`src/rtl/seq_detect_param.sv`:
```
// seq_detect_param
//
// Serial bit-pattern detector with a run-time loadable pattern. Input bits
// are qualified by x_valid, so the stream may stall for any number of
// cycles. The match flag z is a Mealy output: it rises in the same cycle as
// the final bit of the pattern on x. Overlapping or non-overlapping
// detection is selected per valid bit by the overlap input.
//
// Optional feature (macro SEQDET_MATCH_CNT_EN):
//   defined   - saturating match counter built, cnt_clr input present
//   undefined - no counter flops, no cnt_clr port, match_cnt tied to 0
//
// Parameters:
//   PAT_LEN   pattern length in bits (2..32)
//   RESET_PAT pattern loaded at reset; pat[PAT_LEN-1] is the first bit received
//   CNT_W     width of the match counter
//
// Ports:
//   clk        rising-edge clock
//   rst_n      asynchronous active-low reset
//   x          serial data bit
//   x_valid    x is sampled only when high
//   overlap    1 = overlapping detection, 0 = non-overlapping
//   pat_load   single-cycle strobe loading pat_in (wins over x_valid)
//   pat_in     new pattern, same bit ordering as RESET_PAT
//   cnt_clr    synchronous counter clear (only with SEQDET_MATCH_CNT_EN)
//   z          combinational match flag
//   match_cnt  saturating count of matches
module seq_detect_param #(
    parameter int                 PAT_LEN   = 5,
    parameter logic [PAT_LEN-1:0] RESET_PAT = 5'b10100,
    parameter int                 CNT_W     = 8
) (
    input  logic               clk,
    input  logic               rst_n,
    input  logic               x,
    input  logic               x_valid,
    input  logic               overlap,
    input  logic               pat_load,
    input  logic [PAT_LEN-1:0] pat_in,
`ifdef SEQDET_MATCH_CNT_EN
    input  logic               cnt_clr,
`endif
    output logic               z,
    output logic [CNT_W-1:0]   match_cnt
);

    localparam int                FILL_W   = (PAT_LEN > 1) ? $clog2(PAT_LEN) : 1;
    localparam logic [FILL_W-1:0] FILL_MAX = FILL_W'(PAT_LEN - 1);

    logic [PAT_LEN-1:0] pat_q,  pat_d;
    logic [PAT_LEN-2:0] hist_q, hist_d;
    logic [FILL_W-1:0]  fill_q, fill_d;
    logic [PAT_LEN-1:0] cand;
    logic               match;

    // The candidate word is the stored history plus the bit on the wire now,
    // which is what makes z respond with zero register delay.
    assign cand  = {hist_q, x};
    assign match = x_valid && !pat_load && (fill_q == FILL_MAX) && (cand == pat_q);
    assign z     = match;

    always_comb begin
        pat_d  = pat_q;
        hist_d = hist_q;
        fill_d = fill_q;
        if (pat_load) begin
            // A load discards any bit presented alongside it.
            pat_d  = pat_in;
            hist_d = '0;
            fill_d = '0;
        end else if (x_valid) begin
            hist_d = cand[PAT_LEN-2:0];
            // Non-overlapping mode restarts the fill so the matched bits
            // cannot contribute to the next match; history itself is kept.
            if (match && !overlap) begin
                fill_d = '0;
            end else if (fill_q != FILL_MAX) begin
                fill_d = fill_q + 1'b1;
            end
        end
    end

    always_ff @(posedge clk or negedge rst_n) begin
        if (!rst_n) begin
            pat_q  <= RESET_PAT;
            hist_q <= '0;
            fill_q <= '0;
        end else begin
            pat_q  <= pat_d;
            hist_q <= hist_d;
            fill_q <= fill_d;
        end
    end

`ifdef SEQDET_MATCH_CNT_EN
    logic [CNT_W-1:0] cnt_q, cnt_d;

    // Clear has priority; increment stops at all-ones rather than wrapping.
    always_comb begin
        cnt_d = cnt_q;
        if (cnt_clr) begin
            cnt_d = '0;
        end else if (match && (cnt_q != {CNT_W{1'b1}})) begin
            cnt_d = cnt_q + 1'b1;
        end
    end

    always_ff @(posedge clk or negedge rst_n) begin
        if (!rst_n) begin
            cnt_q <= '0;
        end else begin
            cnt_q <= cnt_d;
        end
    end

    assign match_cnt = cnt_q;
`else
    assign match_cnt = '0;
`endif

endmodule

```
`config.mk`:
```
export PLATFORM = sky130hd
export DESIGN_NAME = seq_detect_param
export DESIGN_NICKNAME = d
export VERILOG_FILES = /design/src/rtl/seq_detect_param.sv
export SDC_FILE = /design/constraint.sdc
export NUM_CORES = 1
export LEC_CHECK = 0
export CORE_MARGIN = 2
export CORE_UTILIZATION = 45
export CTS_CLUSTER_SIZE = 40
export DETAILED_ROUTE_END_ITERATION = 7
export PLACE_DENSITY = 0.76
export SLEW_MARGIN = 20
export SYNTH_ARGS = -nofsm -noshare
export SYNTH_HDL_FRONTEND = slang
export SYNTH_SLANG_ARGS = --single-unit
```
`constraint.sdc`:
```
create_clock -name clk -period 1.65 [get_ports clk]
set_input_delay 0.165 -clock clk [delete_from_list [all_inputs] [get_ports clk]]
set_output_delay 0.165 -clock clk [all_outputs]
set_load 0.01 [all_outputs]
```
==> metrics, run 1 <==
Vias/cell between 5 and 6; area grow syn2layout 28.04%; initial antenna violation count 0; Final Wtd Congestion 0.8216; CP startpoint kind flop; deepest clock path buffer count 2; status finished, violations left; H-tree depth 1; WL met3 51 um; Main synth FF type dfrtp_1; largest net degree at the start of global routing 18; Vias 537; placed inst area 885.9 um2; GR Util All Layers roughly 16%; fin crit period 1.777 ns; fmax 562.9 MHz; IO buf count 11; Power Total 640.2 uW; worst hold slack 0.2582 ns; top layer in use met4; Clk Latency, worst-skew pair between 0.2 and 0.3 ns; vias in the first global route around 530; Final Non-Filler Cells 106; max-cap viol count 0; slowest cell on the critical path dfrtp_1; EDFF count, synth 0; slew margin rel. 61.90%; Starting Density 47.65%; CP bufs+invs 2; Antenna Nets Post-Route 0; initial DRC count 5; # clock sinks 12; CTS Buf Count 3; syn avg cell area 10.59 um2; period utilization 107.7%; Least-Margin Pin Slew 0.5697 ns; CP Class reg2out; max incr delay on CP roughly 0.38 ns; #FFs+latches synth 12; worst setup margin -0.1267 ns; Final #Nets 105; Worst path top cell family by delay flip-flops; drt total wl 1.298 mm; global-route wire length before repair 2.187 mm; Fin. Hold Viols 0; Synth area leader dfrtp_1; placed wire-length estimate 1.015 mm; crit path DAT between 1.5 and 2 ns; Final Skew 0.002349 ns; RSZ-0062 raised after global routing yes; PD cells 704.8 nW/um2; failing checks setup timing; die area roughly 1900 um2; diode count 0; DP Cell Count 103; cell row count 14; total grt overflow 0; Worst Setup End Kind output pin; Reg clk slew, reported paths 0.07 ns; Post-CTS Setup Repair Bufs 0; DR WL/cell 12.25 um; critical path fanouts, max 2; Met2 Routed Length 644 um; TritonCTS clock tree done; Max VDD drop around 0.41 mV; worst-path cell chain inv_1, ha_2, nand2_2, a221oi_2, nand3_1, nor4_1, buf_2; cells after synthesis 67; DRT Pass-1 Iters 3; pre-CTS WS -0.3146 ns; wl on met1 592 um; Remaining DRCs 0; layout cells sized above 1 31.11%; clock root cell clkbuf_4; Core Area between 1000 and 1500 um2; top cell type's share of synthesized area 35.27%; Die W between 40 and 50 um; post-route cell area ~900 um2; Cell variety after synth 26; Post-synth ARST share 100.0%; Die H 43.71 um; register area share after synthesis 42.68%; top post-synthesis cells by area dfrtp_1 (35%), buf_4 (9.5%), dfstp_2 (7.4%), mux2i_1 (5.6%), mux2_2 (4.8%); I/O pins 20; P_leak 0.4268 nW; Slew Viols, Final 0; Hold Crit Class in2async; Final setup viols 1; Cell Area, Synth 709.4 um2; Worst EP required 1.48 ns; Yosys warnings 0
[layout by cell type, fill, tap and decap left out, types with 3 or more instances in the layout]
cell type / netlist / final
clkdlybuf4s50_1: 0 / 10
conb_1: 1 / 8
buf_4: 9 / 13
dfrtp_1: 10 / 10
mux2_2: 3 / 3
inv_1: 6 / 6
nor2_1: 4 / 4
xnor2_1: 3 / 3
clkbuf_4: 0 / 3
nand2_1: 5 / 4
mux2i_1: 4 / 4
[flip-flops by register name, indices dropped and copies added, names as in the netlist]
register,cells
fill_q,3
pat_q,5
hist_q,4
[routing by layer]
metal	vias to the layer above	GRT usage (%)
met5	-	0
met3	2	4.167
met1	257	20.05
met4	0	4.242
li1	259	-
met2	19	26.18
[worst paths after layout]
kind,endpoint,depth (start not counted),slack (ns),from
worst max-delay path,z,7,-0.13,fill_q[0]
worst min-delay path,hist_q[3],1,0.26,rst_n
worst max register to register,fill_q[1],7,0.10,fill_q[0]
worst min register to register,pat_q[1],1,0.53,pat_q[1]
max in group asynchronous,pat_q[2],1,1.02,rst_n
min in group clk,pat_q[3],3,0.47,pat_in[3]
[cell usage after synthesis (2+ instances only)]
library cell / count
o21ai_0: 2
dfrtp_1: 10
inv_1: 6
nand3b_1: 2
ha_1: 2
xnor2_1: 3
buf_2: 2
nand2_1: 5
nor2_1: 4
dfstp_2: 2
mux2i_1: 4
mux2_2: 3
buf_4: 9
[kinds of logic (layout without fill, tap and decap cells)]
| logic type | Yosys count | count (layout) | share of synthesized area, % |
|---|---|---|---|
| AOI/OAI and AO/OA | 7 | 7 | 8.287 |
| xor gates and xnor gates | 3 | 3 | 3.704 |
| adders and majority gates | 2 | 2 | 3.527 |
| buffers and inverters | 17 | 33 | 14.11 |
| DFF | 12 | 12 | 42.68 |
| muxes | 7 | 7 | 10.41 |
| other | 1 | 8 | 0.5286 |
| and+or+nand+nor | 18 | 18 | 16.75 |
[where the power goes]
| group | total [mW] | internal [mW] | switching (mW) |
|---|---|---|---|
| clock | 0.177 | 0.0844 | 0.0925 |
| combinational | 0.137 | 0.0736 | 0.0630 |
| sequential | 0.327 | 0.316 | 0.0103 |
| total | 0.640 | 0.474 | 0.166 |
[cell type report]
type / instances / area [um2]
clock buffers: 3 / 22.52
fillers: 133 / 580.6
inverters: 6 / 22.52
multi-input cells: 45 / 337.8
flip-flops and latches: 12 / 302.8
well taps: 16 / 20.02
repair buffers: 24 / 202.7
[through the flow]
stage,util (%),setup TNS [ns]
3_3_place_gp,59.50,-0.2761
3_5_place_dp,59.50,-0.3146
6_report,61.01,-0.1267
4_1_cts,60.84,-0.1572
2_1_floorplan,-,0
5_1_grt,61.01,-0.2278
[what timing repair did]
action                                  4_1_cts  5_1_grt
hold endpoints to repair                      0        0
resized for setup                             5        1
endpoints found under the setup margin        1        1
hold buffers                                  0        0
Power figures use the tool's default switching activity.
==> run 2, diff against run 1 <==
--- a/config.mk
+++ b/config.mk
@@ -10,6 +10,7 @@
 export CTS_CLUSTER_SIZE = 40
 export DETAILED_ROUTE_END_ITERATION = 7
 export PLACE_DENSITY = 0.76
+export SKIP_LAST_GASP = 1
 export SLEW_MARGIN = 20
 export SYNTH_ARGS = -nofsm -noshare
 export SYNTH_HDL_FRONTEND = slang
==> run 2 against run 1 <==
Non-clock buffer count stayed put. Critical path type unchanged. Via count stayed put. Core utilization is 0.34 points lower. Global-route usage stayed put. Combinational power hardly changed. The flow still finishes with violations (setup timing). Critical path depth stayed put. First-iteration DRC count stayed put.
==> metrics, run 2 (synthesis results as in run 1) <==
Worst Setup End Kind output pin; area grow syn2layout 27.34%; slowest cell on the critical path dfrtp_1; cell row count 14; I/O pins 20; critical path fanouts, max 2; failing checks setup timing; pre-CTS WS -0.3146 ns; P_leak 0.4272 nW; Pint 473.5 uW; most common cell after layout, fill and taps aside buf_4; DRT Pass-1 Iters 3; Biggest register pat_q; initial antenna violation count 0; worst hold slack 0.2582 ns; Post-CTS Setup Repair Bufs 0; layout cells sized above 1 28.89%; Final Wtd Congestion 0.8216; Clk Latency, worst-skew pair ~0.27 ns; Worst EP required 1.48 ns; worst-path cell chain inv_1, ha_1, nand2_1, a221oi_2, nand3_1, nor4_1, buf_2; H-tree depth 1; placed inst area 885.9 um2; Hold Crit Class in2async; worst setup margin -0.1389 ns; Final Skew between 0.002 and 0.0025 ns; Remaining DRCs 0; most frequent cells in the layout buf_4 (13), dfrtp_1 (10), clkdlybuf4s50_1 (10); fmax around 560 MHz; initial DRC count 5; CTS Buf Count 3; biggest regs pat_q (5), hist_q (4), fill_q (3); sw frac 25.85%; diode count 0; Max VDD drop 0.4148 mV; Die H 43.71 um; Sequential Power Share 51.2%; DR WL/cell between 10 and 15 um; Sw Pwr 165.1 uW; DP Cell Count 103; global-route wire length before repair 2.187 mm; period utilization 108.4%; PD cells 706.9 nW/um2; max-cap viol count 0; GR Util All Layers 15.68%; post-route cell area between 900 and 1000 um2; Slew Viols, Final 0; Vias/cell 5.066; Vias roughly 540; Hold Buf Count CTS 0; TritonCTS clock tree done; clock root cell clkbuf_4; largest net degree at the start of global routing 18; CP startpoint kind flop; Core Area 1489 um2; part of the power in combinational logic 21.1%; Reg clk slew, reported paths ~0.07 ns; max incr delay on CP 0.38 ns; Die W 43.71 um; CP Class reg2out; Clk network pwr share 27.7%; deepest clock path buffer count 2; total grt overflow 0; RSZ-0062 raised after global routing yes; Final Non-Filler Cells 106; Final setup viols 1; Final #Nets approximately 110; fin crit period 1.789 ns; Antenna Nets Post-Route 0; slew margin rel. just over 60%; vias in the first global route 533; Fin. Hold Viols 0; Setup TNS -0.1389 ns; Least-Margin Pin Slew 0.5697 ns; Power Total ~640 uW; status finished, violations left; placed wire-length estimate between 1 and 1.5 mm; max FFs per register 5; drt total wl 1.296 mm; # clock sinks 12; Starting Density a little under half; final core occ 60.67%; crit path DAT 1.62 ns; die area 1910 um2; IO buf count 11
## run 2: cell type report
type	count	area, um2
Fill cell	133	585.6
Multi-Input combinational cell	45	332.8
Sequential cell	12	302.8
Timing Repair Buffer	24	202.7
Clock buffer	3	22.52
Inverter	6	22.52
Tap cell	16	20.02
## run 2: power by group through the flow
stage | clock network (mW) | registers [mW] | logic (mW)
2_1_floorplan | 0 | 0.332 | 0.0858
3_3_place_gp | 0 | 0.332 | 0.131
3_5_place_dp | 0 | 0.333 | 0.136
4_1_cts | 0.183 | 0.327 | 0.136
5_1_grt | 0.205 | 0.330 | 0.149
6_report | 0.177 | 0.327 | 0.135
## run 2: final timing paths
path	start	to	slack, ns	depth (start not counted)
min in group clk	pat_in[3]	pat_q[3]	0.47	3
max	fill_q[0]	z	-0.14	7
min	rst_n	hist_q[3]	0.26	1
min reg2reg	pat_q[1]	pat_q[1]	0.53	1
max reg2reg	fill_q[0]	fill_q[1]	0.09	7
max in group asynchronous	rst_n	pat_q[2]	1.02	1
## run 2: what timing repair did
item / CTS / global route
endpoints found under the hold margin: 0 / 0
pin swaps: 0 / 0
endpoints found under the setup margin: 1 / 1
resized for setup: 4 / 0
## run 2: critical path, delay by kind of cell (launching register included)
family                     cells  cell delay [ns]
AOI/OAI and AO/OA              1             0.24
adders and majority gates      1             0.15
buffers and inverters          2             0.23
DFF                            1             0.38
and+or+nand+nor                3             0.36
## run 2: per-layer routing
layer | GRT usage (%) | part of all wire, % | vias up
met5 | 0 | 0 | -
met4 | 4.242 | 0.77 | 0
met3 | 4.167 | 3.9 | 2
met2 | 26.18 | 49 | 19
met1 | 20.05 | 46 | 257
li1 | - | - | 259
==> run 3, diff against run 2 <==
--- a/config.mk
+++ b/config.mk
@@ -6,10 +6,11 @@
 export NUM_CORES = 1
 export LEC_CHECK = 0
 export CORE_MARGIN = 2
-export CORE_UTILIZATION = 45
+export CORE_UTILIZATION = 48
+export CTS_BUF_LIST = sky130_fd_sc_hd__clkbuf_4 sky130_fd_sc_hd__clkbuf_8
 export CTS_CLUSTER_SIZE = 40
 export DETAILED_ROUTE_END_ITERATION = 7
-export PLACE_DENSITY = 0.76
+export PLACE_DENSITY = 0.8
 export SKIP_LAST_GASP = 1
 export SLEW_MARGIN = 20
 export SYNTH_ARGS = -nofsm -noshare
==> run 3 against run 2 <==
The run still ends with setup timing left. Sequential share of layout area did not move. Via count fell by 2.0%. Global-route usage rose by 3.6 points.
==> metrics, run 3 (synthesis results as in run 1) <==
status finished, violations left; failing checks setup timing; met3 global-route usage between 8 and 9%; max-cap viol count 0; worst-path cell chain inv_1, ha_1, nand2_2, a221oi_2, nand3_1, nor4_1, buf_2; sw frac 25.56%; H-tree depth 1; slowest cell on the critical path dfrtp_1; met1 Track Usage GR 20.22%; global-route wire length before repair between 2 and 2.5 mm; period utilization 109.5%; Hold Buf Count CTS 0; Least-Margin Pin Slew 0.5360 ns; vias in the first global route 550; I/O pins 20; GR Util All Layers roughly a fifth; fin crit period about 1.8 ns; GR Util met2 33.85%; worst setup margin -0.1564 ns; Clk Latency, worst-skew pair 0.29 ns; P_leak between 0.4 and 0.5 nW; largest net degree at the start of global routing 18; CP startpoint kind flop; DRT Pass-1 Iters 4; Slew Viols, Final 0; area grow syn2layout 27.34%; Max VDD drop 0.6112 mV; DR WL/cell 13.11 um; TritonCTS clock tree done; Core Area 1334 um2; fmax 553.6 MHz; deepest clock path buffer count 2; Hold Crit Class in2async; Die H 42.45 um; CTS Buf Count 3; Final Wtd Congestion 0.8696; CP bufs+invs 2; Pint about 520 uW; diode count 0; max FFs per register 5; total grt overflow 0; IO buf count 11; most frequent cells in the layout buf_4 (11), dfrtp_1 (10), clkdlybuf4s50_1 (10); Biggest register pat_q; grt peak-use layer met2; worst hold slack 0.2156 ns; clock root cell clkbuf_4; Sw Pwr ~180 uW; drt total wl 1.363 mm; slew margin rel. 64.16%; Fin. Hold Viols 0; Die W 42.45 um; initial DRC count 4; # clock sinks 12; biggest regs pat_q (5), hist_q (4), fill_q (3); Clk network pwr share 34.4%; Final #Nets 103; Vias/cell 5.058; RSZ-0062 raised after global routing yes; Antenna Nets Post-Route 0; Starting Density between 50% and 60%; Reg clk slew, reported paths 0.08 ns; Power Total 700.8 uW; max incr delay on CP 0.39 ns; crit path DAT 1.64 ns; most common cell after layout, fill and taps aside buf_4; critical path fanouts, max 2; PD cells roughly 780 nW/um2; pre-CTS WS -0.2957 ns; Worst path top cell family by delay flip-flops; cell row count 13; Remaining DRCs 0; CP Class reg2out; die area 1802 um2; Vias about 530; initial antenna violation count 0; Final setup viols 1; Worst Setup End Kind output pin; layout cells sized above 1 29.21%; Sequential Power Share about 47%; Final Skew 0.01511 ns; Worst EP required 1.48 ns; placed wire-length estimate 1.079 mm; part of the power in combinational logic 18.9%
-- run 3: changes by cell type in the layout (fill, tap and decap cells not counted) --
cell / change
buf_4: -2
clkbuf_8: +1
nand2_2: +1
nand2_1: -1
-- run 3: layout make-up --
class | count | area, um2
clock buffers | 4 | 36.28
fillers | 120 | 430.4
inverters | 6 | 22.52
multi-input cells | 45 | 335.3
flip-flops and latches | 12 | 302.8
well taps | 15 | 18.77
repair buffers | 22 | 187.7
-- run 3: through the flow --
step | util [%] | instances | area, um2 | TNS [ns]
after floorplan | - | 74 | 735.7 | 0
after global placement | 64.07 | 98 | 854.6 | -0.2803
after detailed placement | 64.07 | 98 | 854.6 | -0.2957
after CTS | 66.98 | 103 | 893.4 | -0.2036
after global routing | 67.73 | 104 | 903.4 | -0.3086
final | 67.73 | 104 | 903.4 | -0.1564
-- run 3: worst paths after layout --
path	to	cells after the start	startpoint	slack [ns]
max	z	7	fill_q[0]	-0.16
min	hist_q[0]	1	rst_n	0.22
max reg2reg	fill_q[0]	7	fill_q[0]	0.13
min reg2reg	pat_q[1]	1	pat_q[1]	0.54
max in group asynchronous	pat_q[4]	1	rst_n	1.05
min in group clk	pat_q[3]	3	pat_in[3]	0.43
-- run 3: power groups by stage --
stage	Combinational (mW)	Clock, mW	Sequential, mW
2_1_floorplan	0.0858	0	0.332
3_3_place_gp	0.124	0	0.332
3_5_place_dp	0.129	0	0.333
4_1_cts	0.129	0.251	0.327
5_1_grt	0.148	0.263	0.330
6_report	0.132	0.241	0.328
-- run 3: routing by layer --
metal / wire (um) / up-vias
met4: 24 / 0
met2: 759 / 20
li1: - / 256
met1: 496 / 247
met5: 0 / -
met3: 81 / 3
-- run 3: timing repair --
action,in CTS,in global routing
setup buffers,1,1
setup endpoints to repair,1,3
resized for setup,5,1
